===== config.mk =====
export PLATFORM = sky130hd
export DESIGN_NAME = gpo_ctrl_array
export DESIGN_NICKNAME = d
export VERILOG_FILES = /design/src/rtl/gpo_ctrl_array.sv
export SDC_FILE = /design/constraint.sdc
export NUM_CORES = 1
export LEC_CHECK = 0
export CORE_UTILIZATION = 50
export CTS_CLUSTER_DIAMETER = 30
export DETAILED_ROUTE_END_ITERATION = 10
export PLACE_DENSITY = 0.9
export REMOVE_ABC_BUFFERS = 1
export SYNTH_ARGS = -nofsm -noshare
export SYNTH_HDL_FRONTEND = slang
export SYNTH_SLANG_ARGS = --single-unit
export TNS_END_PERCENT = 100

===== constraint.sdc =====
create_clock -name clk -period 2 [get_ports clk]
set_input_delay 0.4 -clock clk [delete_from_list [all_inputs] [get_ports clk]]
set_output_delay 0.4 -clock clk [all_outputs]
set_load 0.02 [all_outputs]

===== src/rtl/gpo_ctrl_array.sv =====
// Purpose: NUM_BITS-wide GPO register behind a small Avalon-MM slave, with
//          set/clear aliases, self-clearing pulse bits and a lock that freezes
//          protected bits.
// Latency: writes show on gpo_o the cycle after the write strobe; readdata
//          is registered one cycle after avmm_read; gpo_changed_o lags the
//          gpo_o change by one cycle.
// Backpressure: none. The slave accepts every access in a single cycle and
//          has no waitrequest.
// Ports:
//   clk, resetn              clock, asynchronous active-low reset
//   avmm_address             0 DATA, 1 SET, 2 CLR, 3 PULSE_STATUS
//   avmm_write/_writedata    single-cycle write strobe and data
//   avmm_read/_readdata      single-cycle read strobe, registered data
//   lock_i                   1 = LOCK_MASK bits ignore writes
//   gpo_o                    registered outputs
//   pulse_active_o           per-bit pulse timer running
//   gpo_changed_o            one-cycle strobe after any gpo_o change
module gpo_ctrl_array #(
    parameter int unsigned NUM_BITS     = 32,
    parameter logic [31:0] RESET_VALUE  = 32'h0000_0000,
    parameter logic [31:0] PULSE_MASK   = 32'h0000_0000,
    parameter int unsigned PULSE_CYCLES = 16,
    parameter logic [31:0] LOCK_MASK    = 32'h0000_0000
) (
    input  logic                clk,
    input  logic                resetn,
    input  logic [1:0]          avmm_address,
    input  logic                avmm_write,
    input  logic [31:0]         avmm_writedata,
    input  logic                avmm_read,
    output logic [31:0]         avmm_readdata,
    input  logic                lock_i,
    output logic [NUM_BITS-1:0] gpo_o,
    output logic [NUM_BITS-1:0] pulse_active_o,
    output logic                gpo_changed_o
);

    localparam int unsigned   CW       = $clog2(PULSE_CYCLES + 1);
    localparam logic [CW-1:0] CNT_LOAD = CW'(PULSE_CYCLES - 1);

    localparam logic [1:0] ADDR_DATA  = 2'd0;
    localparam logic [1:0] ADDR_SET   = 2'd1;
    localparam logic [1:0] ADDR_CLR   = 2'd2;
    localparam logic [1:0] ADDR_PSTAT = 2'd3;

    logic [NUM_BITS-1:0] gpo_q, gpo_d;
    logic [NUM_BITS-1:0] act_q, act_d;
    logic [NUM_BITS-1:0] gpo_dly_q;
    logic                chg_q;
    logic [31:0]         rd_q, rd_d;

    logic [NUM_BITS-1:0] wd, we, wr_hit, wr_val;

    // Writedata bits above NUM_BITS are deliberately dropped.
    logic unused_wd;
    assign unused_wd = ^avmm_writedata;

    assign wd = avmm_writedata[NUM_BITS-1:0];
    // Lock is applied combinationally so a change acts in the cycle it is seen.
    assign we = ~({NUM_BITS{lock_i}} & LOCK_MASK[NUM_BITS-1:0]);

    // wr_hit: this bit is written this cycle; wr_val: the value it receives.
    always_comb begin
        wr_hit = '0;
        wr_val = '0;
        if (avmm_write) begin
            case (avmm_address)
                ADDR_DATA: begin wr_hit = we;      wr_val = wd; end
                ADDR_SET:  begin wr_hit = we & wd; wr_val = '1; end
                ADDR_CLR:  begin wr_hit = we & wd; wr_val = '0; end
                default:   ;
            endcase
        end
    end

    for (genvar i = 0; i < NUM_BITS; i++) begin : g_bit
        if (PULSE_MASK[i]) begin : g_pulse
            logic [CW-1:0] cnt_q, cnt_d;
            logic          bit_d, act_bit_d;

            // A write always beats the timer; writing 1 (re)loads it, writing
            // 0 kills the pulse at once. The counter runs PULSE_CYCLES-1..0 and
            // the bit drops on the cycle after it reaches 0.
            always_comb begin
                bit_d     = gpo_q[i];
                act_bit_d = act_q[i];
                cnt_d     = cnt_q;
                if (wr_hit[i]) begin
                    bit_d     = wr_val[i];
                    act_bit_d = wr_val[i];
                    cnt_d     = wr_val[i] ? CNT_LOAD : '0;
                end else if (act_q[i]) begin
                    if (cnt_q == '0) begin
                        bit_d     = 1'b0;
                        act_bit_d = 1'b0;
                    end else begin
                        cnt_d = cnt_q - 1'b1;
                    end
                end
            end

            always_ff @(posedge clk or negedge resetn) begin
                if (!resetn) cnt_q <= '0;
                else         cnt_q <= cnt_d;
            end

            assign gpo_d[i] = bit_d;
            assign act_d[i] = act_bit_d;
        end else begin : g_plain
            assign gpo_d[i] = wr_hit[i] ? wr_val[i] : gpo_q[i];
            assign act_d[i] = 1'b0;
        end
    end

    // Read mux samples pre-write state, so a same-cycle write is not visible.
    always_comb begin
        rd_d = '0;
        if (avmm_address == ADDR_PSTAT) rd_d[NUM_BITS-1:0] = act_q;
        else                            rd_d[NUM_BITS-1:0] = gpo_q;
    end

    always_ff @(posedge clk or negedge resetn) begin
        if (!resetn) begin
            gpo_q     <= RESET_VALUE[NUM_BITS-1:0];
            act_q     <= '0;
            gpo_dly_q <= RESET_VALUE[NUM_BITS-1:0];
            chg_q     <= 1'b0;
            rd_q      <= '0;
        end else begin
            gpo_q     <= gpo_d;
            act_q     <= act_d;
            gpo_dly_q <= gpo_q;
            chg_q     <= (gpo_q != gpo_dly_q);
            if (avmm_read) rd_q <= rd_d;
        end
    end

    assign gpo_o          = gpo_q;
    assign pulse_active_o = act_q;
    assign gpo_changed_o  = chg_q;
    assign avmm_readdata  = rd_q;

endmodule


# Yosys cells after proc, flatten, opt, wreduce, memory -nomap -nowiden
# Cells that the tools add are included.
dict set report word_totals {
  ff_bits 97
  output_inout_bits 97
  wordCells 46
}
dict set report op_classes {
  eq_ne 4
  n_mux 5
  reduce_logical 2
}
# operator count
set op_table {}
lappend op_table {{case mux 32 bit (2 select lines)} 2}
lappend op_table {{2-to-1 mux 32 bit} 3}
lappend op_table {{inequality test 32 bit} 1}
lappend op_table {{== test 2 bit, second input constant} 2}
lappend op_table {{== test 2 x 1 -> 1 bit, second input constant} 1}
lappend op_table {{logical NOT 2 bit} 1}
lappend op_table {{OR reduction 2 bit} 1}

# Depth between registers and ports, before layout
dict set report depth {
  word_depth 4
  mapped_depth 8
  mapped_depth_nobuf 6
}

# Least setup slack after synthesis
# OpenSTA, ideal clock, no wires.
dict set report synth_path {
  path_kind {input to register}
  startpoint {input avmm_address[0]}
  endpoint {register gpo_q[21], in the netlist gpo_o[21]}
  setup_time_ps 126
  arrival_time_ps 1430
  required_time_ps 1874
  setup_slack_ps 444
  cell_stages 5
  path_cell_list {ha_1 > nand2b_4 > nor4b_4 > buf_6 > a211oi_1}
}
dict set report synth_via {
  elab_chain_len 4
  word_cells_on_any_way 8
}
# item line
set synth_rtl {}
lappend synth_rtl {{start, declared} 27} ;# input logic [1:0] avmm_address,
lappend synth_rtl {{== test 2 x 1 -> 1 bit or == test 2 bit (tied branches)} 67} ;# case (avmm_address)
lappend synth_rtl {{OR reduction 2 bit (no line)} -}
lappend synth_rtl {{case mux 32 bit (2 select lines)} 67}
lappend synth_rtl {{2-to-1 mux 32 bit} 66} ;# if (avmm_write) begin
lappend synth_rtl {{end signal, assigned} 124} ;# gpo_q <= RESET_VALUE[NUM_BITS-1:0];
lappend synth_rtl {{end signal, assigned} 130} ;# gpo_q <= gpo_d;
lappend synth_rtl {{end, declared} 46} ;# logic [NUM_BITS-1:0] gpo_q, gpo_d;
# Several ways; a longest one is shown, not always the timed one.
# A chain may end at the register's enable or synchronous reset.

# Worst setup path after layout
dict set report layout_path {
  startpoint {register gpo_q[20], in the netlist gpo_o[20]}
  endpoint {output gpo_o[20]}
}
# item line
set layout_rtl {}
lappend layout_rtl {{end, declared} 33} ;# output logic [NUM_BITS-1:0] gpo_o,
# No word-level cell between the ends.

==> impl_metrics.toml <==
[synthesis]
async_flop_share = 1.00
synth-seq-area-share = 0.533
synth_xor_area_frac = 0.0615
synth-adder-area-share = 0.00823
synth-seq-cells = 97
synth_top_family_by_area = "simple AND/OR/NAND/NOR gates"
synth_mux_area_frac = 0.00247
synth_ff_type = "dfrtp_1"
yosys-top-cells-area = "dfrtp_1 (53%), nor2_1 (10%), xnor2_1 (6.1%)"
yosysTopAreaCell = "dfrtp_1"
synth-compound-area-share = 0.0963
syn_inst = 462
ys_warn_count = 0
synth-edff-count = 0
synth_top_area_frac = 0.533
synth_area_per_cell_sq_um = 9.87
synth_cell_types = 25
synth-simple-area-share = 0.186
syn_area_sq_um = 4560

[timing]
finalSetupViolCount = 0
drv_slew = 0
clock.fmax_ghz = 0.531
rsz0062_at_grt = "false"
period_share = 0.942
tightest_slew_ns = 0.563
clock_skew_ns = 0.0150
final-hold-violation-count = 0
relSlewSlack = 0.625
hold-worst-slack_ns = 0.0238
worst_slack_ns = 0.116
min_period_ns = 1.88
tns_ns = 0

[worst_setup_path]
worstPathRequired_ns = 1.60
worstPathMaxFanout = 6
worstSetupStartpoint = "gpo_o[20]$_DFFE_PN0P_"
end_kind = "output port"
crit_end = "gpo_o[20]"
reg2reg_slack_ns = 0.42
rr_startpoint = "gpo_o[25]$_DFFE_PN0P_"
max_stage_delay_ns = 0.66
slowest_stage = "clkdlybuf4s50_1"
path_depth = 1
critical-path-top-delay-family = "buffers and inverters"
worstReg2RegEnd = "gpo_changed_o$_DFF_PN0_"
critical_path.cell_chain = "clkdlybuf4s50_1"
critPathBufInv = 1
ff2ff_path_depth = 4
cp.arrival_ns = 1.48
crit_path_start_kind = "flop"
worstSetupPathType = "flop to output port"

[finish]
area_delta_synth_final_pct = 27.2
num_antenna_cells = 0
stdcell_count = 678
final_layout_size_suffix_gt1_frac = 0.0754
final_area_sq_um = 5800
post-route-util = 0.661
fin_nets = 607

[power_and_ir_drop]
power.static_leakage_nw = 2.46
ir_worst_vdd_mv = 0.455
p_total_mw = 5.91
power.density_nw_per_um2 = 1020

[global_routing]
grt_pass1_wl_mm = 16.9
track_usage = 0.220
antenna_found_initial = 0
grt_pass1_vias = 3526
grt_overflow = 0
grt_max_degree = 45

[clock_tree]
clockBufferDepth = 2
clockRootBuffer = "clkbuf_8"
clk_latency_ns = 0.35
postCtsHoldBufs = 0
post_cts_buffers = 0
clkSlewWorstSetupHoldPaths_ns = 0.10
cts_resized = 0
cts_inserted_buffers = 9
cts_sinks = 97
htreeDepth = 3
cts_tree = "done"

[hold_path]
hold_class = "input port to async pin"

[placement]
place_area_sq_um = 5620
dp.cells = 662
pre_cts_ws_ns = -0.151
io_buffers = 102
place_congestion = 0.758
place_hpwl_mm = 7.09

[die]
dieArea_sq_um = 9500
rows = 34
coreArea_sq_um = 8760
fp.dieW_um = 97.5
die_y_um = 97.5
initial_core_util = 0.520
ios = 136

[routing]
ant_nets = 0
drc = 0
first_iter_violations = 137
wl_mm = 9.90
vias_per_cell = 5.16
avgRoutedWirePerCell_um = 14.6
vias = 3500
firstDrtPassIters = 5

[flow_run]
maxCapViolations = 0

[outcome]
status = "complete, no violations"
power breakdown:
group          total (mW)  internal [mW]  leakage (nW)  switching [mW]
Combinational        1.99          0.991          1.16            1.00
Clock                1.15          0.488        0.0826           0.660
Sequential           2.77           2.37          1.22           0.398
Total                5.91           3.85          2.46            2.06
layout make-up:
| type | instances | area [sq um] |
|---|---|---|
| Timing Repair Buffer | 116 | 1190 |
| Multi-Input combinational cell | 307 | 1740 |
| Clock inverter | 4 | 28.8 |
| Sequential cell | 97 | 2430 |
| Clock buffer | 12 | 145 |
| Inverter | 34 | 128 |
| Fill cell | 687 | 2970 |
| Tap cell | 108 | 135 |
cells in the mapped netlist, types with 2 or more instances:
master    count
a211oi_1     25
a211oi_2      6
buf_1         2
buf_2         6
buf_4        33
buf_6         6
clkbuf_1      8
dfrtp_1      97
ha_1          3
inv_1        34
nand2_1       2
nand3b_1     32
nand4_1       8
nor2_1      126
nor4_1        2
o21ai_0      32
xnor2_1      32
placed cells by master (no fill, tap or decap), types with 2 or more instances in the layout:
cell	instances
a211oi_1	25
a211oi_2	6
clkbuf_1	2
dfrtp_1	97
nor2_1	126
conb_1	32
clkdlybuf4s50_1	100
xnor2_1	32
nand4_1	8
nand2_1	2
buf_4	9
clkinvlp_4	2
buf_12	6
nor4_1	2
nand3b_1	32
clkbuf_8	10
ha_1	2
inv_1	34
o21ai_0	32
registers in the layout, indices dropped and copies added (netlist names):
| name | flops |
|---|---|
| gpo_changed_o | 1 |
| gpo_o | 32 |
| gpo_dly_q | 32 |
| avmm_readdata | 32 |
metal layers:
| layer | global-route usage | vias up | share of wire |
|---|---|---|---|
| li1 | - | 1642 | - |
| met1 | 0.287 | 1702 | 0.44 |
| met2 | 0.370 | 142 | 0.50 |
| met3 | 0.0367 | 14 | 0.055 |
| met4 | 0.0803 | 0 | 0.014 |
| met5 | 0 | - | 0 |
how the worst min path moves through the flow:
stage	from	slack, ns	cells past startpoint	to
final	resetn	0.02	1	avmm_readdata[0]$_DFFE_PN0P_
after global routing	resetn	0.05	1	avmm_readdata[0]$_DFFE_PN0P_
after CTS	resetn	0.03	1	avmm_readdata[0]$_DFFE_PN0P_
after detailed placement	resetn	0.42	1	avmm_readdata[0]$_DFFE_PN0P_
after global placement	resetn	0.41	1	avmm_readdata[16]$_DFFE_PN0P_
after floorplan	resetn	0.10	0	avmm_readdata[0]$_DFFE_PN0P_
logic make-up after synthesis:
logic type / count (synthesis)
simple gates: 174
flops: 97
buf+inv: 89
compound gates: 65
xor+xnor: 32
fa+ha+maj: 3
other cells: 1
mux: 1
No activity file was read; power rests on OpenSTA's default activity.
